## src/rtl/ahb_lite_master.sv

```systemverilog
`default_nettype none
// ============================================================================
// Module   : ahb_lite_master
// Purpose  : AHB-Lite initiator turning burst commands (addr/size/len) into
//            AHB address and data phases, one outstanding command at a time.
// Revision : 1.0 - initial release
// ============================================================================
module ahb_lite_master #(
  parameter int ADDR_WIDTH   = 32,
  parameter int DATA_WIDTH   = 32,
  parameter int HBURST_WIDTH = 3,
  parameter int HTRANS_WIDTH = 2,
  parameter int HSIZE_WIDTH  = 3,
  parameter int HRESP_WIDTH  = 2
) (
  input  logic                    hclk,
  input  logic                    hresetn,
  input  logic                    cmd_valid,
  output logic                    cmd_ready,
  input  logic [ADDR_WIDTH-1:0]   cmd_addr,
  input  logic                    cmd_write,
  input  logic [HSIZE_WIDTH-1:0]  cmd_size,
  input  logic [4:0]              cmd_len,
  input  logic                    wdata_valid,
  output logic                    wdata_ready,
  input  logic [DATA_WIDTH-1:0]   wdata,
  output logic                    rdata_valid,
  output logic [DATA_WIDTH-1:0]   rdata,
  output logic                    done,
  output logic                    err,
  output logic                    hsel,
  output logic [ADDR_WIDTH-1:0]   haddr,
  output logic [HTRANS_WIDTH-1:0] htrans,
  output logic                    hwrite,
  output logic [HSIZE_WIDTH-1:0]  hsize,
  output logic [HBURST_WIDTH-1:0] hburst,
  output logic [DATA_WIDTH-1:0]   hwdata,
  input  logic                    hready,
  input  logic [DATA_WIDTH-1:0]   hrdata,
  input  logic [HRESP_WIDTH-1:0]  hresp
);

  localparam logic [HTRANS_WIDTH-1:0] TR_IDLE   = HTRANS_WIDTH'(0);
  localparam logic [HTRANS_WIDTH-1:0] TR_BUSY   = HTRANS_WIDTH'(1);
  localparam logic [HTRANS_WIDTH-1:0] TR_NONSEQ = HTRANS_WIDTH'(2);
  localparam logic [HTRANS_WIDTH-1:0] TR_SEQ    = HTRANS_WIDTH'(3);
  localparam logic [HRESP_WIDTH-1:0]  RESP_ERR  = HRESP_WIDTH'(1);

  typedef enum logic [1:0] {S_IDLE, S_ADDR, S_LAST, S_ERR} state_t;

  state_t                  state;
  logic [4:0]              beats_left;  // beats still to issue, including current
  logic                    first;       // current beat is beat 0 (NONSEQ)
  logic                    hold_beat;   // write beat presented but stalled, data in wbuf
  logic                    dp_valid;    // a data phase is outstanding this cycle
  logic                    dp_write;
  logic [DATA_WIDTH-1:0]   wbuf;
  logic [4:0]              eff_len;
  logic [ADDR_WIDTH-1:0]   incr;
  logic                    issue;
  logic                    is_err;

  function automatic logic [HBURST_WIDTH-1:0] burst_code(input logic [4:0] len);
    case (len)
      5'd1:    return HBURST_WIDTH'(0);
      5'd4:    return HBURST_WIDTH'(3);
      5'd8:    return HBURST_WIDTH'(5);
      5'd16:   return HBURST_WIDTH'(7);
      default: return HBURST_WIDTH'(1);
    endcase
  endfunction

  assign eff_len = (cmd_len == 5'd0) ? 5'd1 : cmd_len;
  assign incr    = ADDR_WIDTH'(1) << hsize;
  assign is_err  = (hresp == RESP_ERR);

  // A write beat may only go on the bus once its data is in hand, so the
  // transfer type reacts to wdata_valid in the same cycle; reads always issue.
  assign issue       = (state == S_ADDR) && (!hwrite || wdata_valid || hold_beat);
  assign wdata_ready = (state == S_ADDR) && hwrite && wdata_valid && !hold_beat;

  // Transfer type: NONSEQ/SEQ when issuing, IDLE/BUSY while waiting on write data
  always_comb begin
    htrans = TR_IDLE;
    if (state == S_ADDR) begin
      if (issue) htrans = first ? TR_NONSEQ : TR_SEQ;
      else       htrans = first ? TR_IDLE   : TR_BUSY;
    end
  end

  // Command FSM, address/control sequencing, data capture and completion
  always_ff @(posedge hclk or negedge hresetn) begin
    if (!hresetn) begin
      state       <= S_IDLE;
      cmd_ready   <= 1'b1;
      rdata_valid <= 1'b0;
      rdata       <= '0;
      done        <= 1'b0;
      err         <= 1'b0;
      hsel        <= 1'b0;
      haddr       <= '0;
      hwrite      <= 1'b0;
      hsize       <= '0;
      hburst      <= '0;
      hwdata      <= '0;
      beats_left  <= '0;
      first       <= 1'b0;
      hold_beat   <= 1'b0;
      dp_valid    <= 1'b0;
      dp_write    <= 1'b0;
      wbuf        <= '0;
    end else begin
      rdata_valid <= 1'b0;
      done        <= 1'b0;
      err         <= 1'b0;
      if (dp_valid && !dp_write && hready && !is_err) begin
        rdata_valid <= 1'b1;
        rdata       <= hrdata;
      end
      case (state)
        S_IDLE: begin
          // The done cycle itself still reports busy; ready returns after it.
          if (done) begin
            cmd_ready <= 1'b1;
          end else if (cmd_valid && cmd_ready) begin
            cmd_ready  <= 1'b0;
            hsel       <= 1'b1;
            haddr      <= cmd_addr;
            hwrite     <= cmd_write;
            hsize      <= cmd_size;
            hburst     <= burst_code(eff_len);
            beats_left <= eff_len;
            first      <= 1'b1;
            hold_beat  <= 1'b0;
            state      <= S_ADDR;
          end
        end
        S_ADDR: begin
          if (dp_valid && is_err) begin
            dp_valid  <= 1'b0;
            hold_beat <= 1'b0;
            if (hready) begin
              state <= S_IDLE;
              hsel  <= 1'b0;
              done  <= 1'b1;
              err   <= 1'b1;
            end else begin
              state <= S_ERR;
            end
          end else if (hready) begin
            dp_valid <= issue;
            dp_write <= hwrite;
            if (issue) begin
              hold_beat <= 1'b0;
              if (hwrite) hwdata <= hold_beat ? wbuf : wdata;
              if (beats_left == 5'd1) begin
                state <= S_LAST;
              end else begin
                haddr      <= haddr + incr;
                beats_left <= beats_left - 5'd1;
                first      <= 1'b0;
              end
            end
          end else if (issue && hwrite && !hold_beat) begin
            hold_beat <= 1'b1;
            wbuf      <= wdata;
          end
        end
        S_LAST: begin
          if (hready) begin
            dp_valid <= 1'b0;
            state    <= S_IDLE;
            hsel     <= 1'b0;
            done     <= 1'b1;
            err      <= is_err;
          end else if (is_err) begin
            dp_valid <= 1'b0;
            state    <= S_ERR;
          end
        end
        S_ERR: begin
          if (hready) begin
            state <= S_IDLE;
            hsel  <= 1'b0;
            done  <= 1'b1;
            err   <= 1'b1;
          end
        end
        default: state <= S_IDLE;
      endcase
    end
  end

endmodule
`default_nettype wire
```

## config.mk

```make
export PLATFORM = sky130hd
export DESIGN_NAME = ahb_lite_master
export DESIGN_NICKNAME = d
export VERILOG_FILES = /design/src/rtl/ahb_lite_master.sv
export SDC_FILE = /design/constraint.sdc
export NUM_CORES = 1
export LEC_CHECK = 0
export CORE_MARGIN = 3
export CORE_UTILIZATION = 25
export DETAILED_ROUTE_END_ITERATION = 8
export DONT_BUFFER_PORTS = 1
export PLACE_DENSITY = 0.44
export REMOVE_ABC_BUFFERS = 1
export SETUP_SLACK_MARGIN = 0.15
export SLEW_MARGIN = 20
export SYNTH_ARGS = -nofsm -noshare
export SYNTH_HDL_FRONTEND = slang
export SYNTH_SLANG_ARGS = --single-unit
export TNS_END_PERCENT = 10
```

## constraint.sdc

```tcl
create_clock -name hclk -period 6.7 [get_ports hclk]
set_input_delay 0.67 -clock hclk [delete_from_list [all_inputs] [get_ports hclk]]
set_output_delay 0.67 -clock hclk [all_outputs]
set_load 0.01 [all_outputs]
```

==> After elaboration in Yosys (flattened, before gate mapping) <==
Index checks and enable logic that the tools add are counted.
{ "totals": {"wordCells": 141, "in_bits": 112, "reg_bits": 151} }
{ "op_classes": {"bitwise": 3, "reduce_logical": 33, "eq_ne": 23, "n_mux": 61, "add_sub_neg": 2, "shifts": 1} }
{ "op_table": {"columns": ["op", "count"], "rows": [
  ["$mux 32", 7],
  ["$pmux 32 s2", 1],
  ["$mux 5", 7],
  ["$add 32x32->32", 1],
  ["$shl 1x3->32 const A", 1],
  ["$mux 1", 25],
  ["$mux 2", 12],
  ["$ne 2x2->1 const B", 7],
  ["$reduce_and 7->1", 2],
  ["$pmux 3 s4", 1],
  ["$reduce_and 3->1", 4],
  ["$logic_and 1x1->1", 11],
  ["$eq 5x1->1 const B", 2],
  ["$pmux 5 s2", 1],
  ["$reduce_and 5->1", 2],
  ["$pmux 1 s2", 4],
  ["$pmux 2 s4", 1],
  ["$ne 3x2->1 const B", 2],
  ["$pmux 1 s3", 2],
  ["$reduce_bool 2->1", 3],
  ["$eq 5x3->1 const B", 1],
  ["$eq 5x4->1 const B", 1],
  ["$eq 5x5->1 const B", 1],
  ["$logic_not 5->1", 1],
  ["15 further kinds", 23]
]} }

==> Logic depth before layout (Yosys ltp) <==
{ "depth": {"ltp_word": 10, "depth_mapped": 10, "mapped_depth_nobuf": 8} }

==> Worst setup path before layout <==
OpenSTA, ideal clock, no wires.
{ "synth_path": {"kind": "register -> register", "startpoint": "reg hsize[0]", "endpoint": "reg haddr[28]", "arrival_time_ns": 2.609, "stages_incl_launch_ff": 11, "path_slack_ns": 3.965, "n_path_buf": 2, "path_cell_list": "dfrtp_1 -> clkbuf_1 -> nor3_1 -> ha_1 -> fa_1 -> a211oi_1 -> o21ai_0 -> o21ai_1 -> buf_2 -> nor2_1 -> a221o_1"} }
{ "synth_via": {"elab_chain_len": 7} }
{ "synth_rtl": {"columns": ["item", "line_no", "rtl"], "rows": [
  ["from (decl)", "35", "output logic [HSIZE_WIDTH-1:0] hsize,"],
  ["from (signal assigned)", "130", "hsize <= cmd_size;"],
  ["$shl 1x3->32", "74", "assign incr = ADDR_WIDTH'(1) << hsize;"],
  ["$add 32x32->32", "159", "haddr <= haddr + incr;"],
  ["$mux 32", "156", "if (beats_left == 5'd1) begin"],
  ["$mux 32", "153", "if (issue) begin"],
  ["$mux 32", "150", "end else if (hready) begin"],
  ["$mux 32", "139", "if (dp_valid && is_err) begin"],
  ["$pmux 32 s2", "120", "case (state)"],
  ["to (signal assigned)", "128", "haddr <= cmd_addr;"],
  ["to (signal assigned)", "159", null],
  ["to (decl)", "32", "output logic [ADDR_WIDTH-1:0] haddr,"]
]} }
No other way between the ends. The select of a mux whose other input is x is not followed.
A chain may end at the register's enable or synchronous reset.

==> Final worst setup path <==
{ "layout_path": {"startpoint": "reg state[1]", "endpoint": "out htrans[1]"} }
{ "layout_via": {"elab_chain_len": 4} }
{ "layout_rtl": {"columns": ["item", "line_no", "rtl"], "rows": [
  ["from (decl)", "51", "state_t state;"],
  ["from (signal assigned)", "94", "state <= S_IDLE;"],
  ["from (signal assigned)", "135", "state <= S_ADDR;"],
  ["from (signal assigned)", "143", "state <= S_IDLE;"],
  ["$eq 2x1->1 *", "79, 85", null],
  ["$logic_and 1x1->1", "79", "assign issue = (state == S_ADDR) && (!hwrite || wdata_valid || hold_beat);"],
  ["$mux 2", "86", "if (issue) htrans = first ? TR_NONSEQ : TR_SEQ;"],
  ["$mux 2 *", "85", "if (state == S_ADDR) begin"],
  ["to (decl)", "33", "output logic [HTRANS_WIDTH-1:0] htrans,"]
]} }
Every way passes the cells marked *; elsewhere a longest branch is shown, timed or not.

==> run_results.csv <==
group,metric,value,unit
grt,grt_first_pass_wirelength,34.3,mm
finish,fin_util,28.8,%
cts,cts.sinks,151,
critical_path,critPathKind,"flop to output port",
synthesis,avgSynthCellArea,10.7,µm²
finish,layout_commonest_cell,"dfrtp_1",
synthesis,ys_top_cells_by_area,"dfrtp_1 (50%), mux2_2 (10%), mux2i_1 (5.5%)",
drt,drt_first_pass_iters,5,
synthesis,synth_top_area_share,49.5,%
finish,final_cell_mix,"dfrtp_1 (149), nand2_1 (72), mux2_2 (70), o21ai_0 (46), mux2i_1 (42)",
die,dieArea,32400,µm²
die,core-area,29700,µm²
sta,slew_headroom,30.2,%
synthesis,yosys.area.top_type,"dfrtp_1",
cts,clkTransAtPathRegs,70,ps
place,place_inst,1063,
grt,first_global_vias,5508,
synthesis,ys_seq_area_share,49.9,%
cts,clockBufferDepth,2,
hold_path,min_path_type,"primary input to asynchronous set/reset pin",
critical_path,r2r_cells,8,
sta,finalCritPeriodShare,48.6,%
pwr,p_total,4460,µW
die,start_util,25.5,%
cts,htree_levels,4,
grt,gr-usage-all-layers,13.4,%
critical_path,r2r_end,"haddr[10]",
die,pin_count,223,
drt,routed_wl,22.2,mm
sta,rsz0062_at_grt,"false",
synthesis,synth_cell_types,68,
sta,skew,9.82,ps
pwr,p_leak,0.00349,µW
job,cap_violations,0,
drt,wire_per_inst,20.3,µm
cts,clock_latency,430,ps
drt,via_per_inst,5.02,
synthesis,synth_area,7580,µm²
sta,final_hold_viol_count,0,
synthesis,postSynthCellCount,708,
finish,n_antenna_cell,0,
finish,final_nets,821,
drt,drc_errors,0,
critical_path,r2r_start,"state[1]",
pwr,vdd_ir_drop_max,0.219,mV
synthesis,synthArstFlopShare,100,%
critical_path,r2r_slack,3670,ps
finish,drive_above_1_share,17.0,%
cts,cts_made_buffers,17,
cts,cts-resized-gates,0,
grt,grt_remaining_overflow,0,
place,place_congestion,0.778,
critical_path,cp.arrival,2590,ps
die,num_rows,63,
sta,min_period,3260,ps
outcome,outcome,"finished clean",
sta,setup_viol,0,
finish,layout.cells.non_filler,1095,
critical_path,end_kind,"output port",
place,hpwl,15.0,mm
pwr,powerDensity,520,nW/µm²
synthesis,synth_warnings,0,
grt,antenna_found_initial,1,
drt,vias,5495,
sta,fmax,307,MHz
critical_path,cp.required,6030,ps
sta,slew_viol_final,0,
synthesis,synth_ff_type,"dfrtp_1",
die,die_x,180,µm
die,dieHeight,180,µm
finish,design_area,8560,µm²
synthesis,synth_enable_flop_cells,0,
place,io_buffers,0,
place,placed_cell_area,7950,µm²
synthesis,ys_seq_elements,151,
cts,tritoncts,"built",
cts,root_buffer,"clkbuf_16",
sta,tns,0,ps
critical_path,cp_max_fo,37,
finish,syn_to_final_growth,13.0,%
grt,grt_max_degree,151,
critical_path,startpoint_type,"flop",
sta,worst_pin_slew,1040,ps
drt,drt_iter0_markers,297,
drt,antenna_left,0,
==> report_power, final <==
group | internal (µW) | switching [µW]
combinational | 691 | 864
clock | 546 | 416
sequential | 1340 | 596
total | 2580 | 1880
==> metal layers <==
| metal | GRT usage [%] | wire length [µm] | up-vias |
|---|---|---|---|
| met2 | 20.6 | 10000 | 228 |
| li1 | - | - | 2572 |
| met5 | 0 | 13 | - |
| met3 | 7.69 | 2770 | 14 |
| met4 | 2.70 | 151 | 2 |
| met1 | 16.4 | 9230 | 2679 |
==> worst max-delay path: stages, from the launching register on <==
cell and delay (ps):
dfrtp_1 400, inv_1 120, ha_2 420, buf_4 450
clkinv_1 160, buf_4 280, nor2_1 300
==> layout make-up <==
| cell class | instances | area [µm²] |
|---|---|---|
| well taps | 390 | 488 |
| clock inverters | 11 | 111 |
| fillers | 3083 | 21200 |
| flip-flops and latches | 151 | 3780 |
| inverters | 15 | 56.3 |
| multi-input cells | 499 | 3570 |
| repair buffers | 9 | 87.6 |
| clock buffers | 20 | 467 |
==> through the flow <==
stage | hold WS, ps | setup slack (ps)
5_1_grt | 55.8 | 3260
4_1_cts | 57.7 | 3380
2_1_floorplan | 374 | 1790
3_5_place_dp | 378 | 3700
6_report | 82.3 | 3440
3_3_place_gp | 378 | 3680
==> sequential cells by signal (all words and copies together), names as in the netlist <==
| register | count |
|---|---|
| beats_left | 5 |
| cmd_ready | 1 |
| done | 1 |
| dp_valid | 1 |
| dp_write | 1 |
| err | 1 |
| first | 1 |
| haddr | 32 |
| hburst | 3 |
| hold_beat | 1 |
| hsel | 1 |
| hsize | 3 |
| hwdata | 32 |
| hwrite | 1 |
| rdata | 32 |
| rdata_valid | 1 |
| state | 2 |
| wbuf | 32 |
==> logic make-up after synthesis <==
| family | count (synthesis) | share of synthesized area, % |
|---|---|---|
| compound gates | 150 | 13.0 |
| xor+xnor | 8 | 0.925 |
| fa+ha+maj | 16 | 2.74 |
| buf+inv | 58 | 3.20 |
| flops | 151 | 49.9 |
| mux | 112 | 16.0 |
| simple gates | 213 | 14.3 |
==> how the worst max path moves through the flow <==
| stage | start | end | slack, ps | cells past startpoint |
|---|---|---|---|---|
| after global placement | state[0] | haddr[11] | 3680 | 6 |
| after global routing | state[1] | htrans[1] | 3260 | 6 |
| after CTS | state[1] | htrans[1] | 3380 | 6 |
| after detailed placement | state[1] | haddr[7] | 3700 | 8 |
| final | state[1] | htrans[1] | 3440 | 6 |
| after floorplan | state[1] | wbuf[0] | 1790 | 5 |
==> cell usage after synthesis (12+ instances only) <==
master / n
dfrtp_1: 150
nand3_1: 19
nor3_1: 24
nand2_1: 72
o22ai_1: 19
a21oi_1: 19
mux2_2: 70
nor2_1: 33
mux2i_1: 42
nor4_1: 12
inv_1: 14
clkbuf_1: 28
o21ai_0: 46
ha_1: 15
==> repair_timing <==
item	4_1_cts	5_1_grt
setup buffers	0	0
hold buffers	1	0
endpoints found under the hold margin	150	0
(Power assumes the default switching activity.)
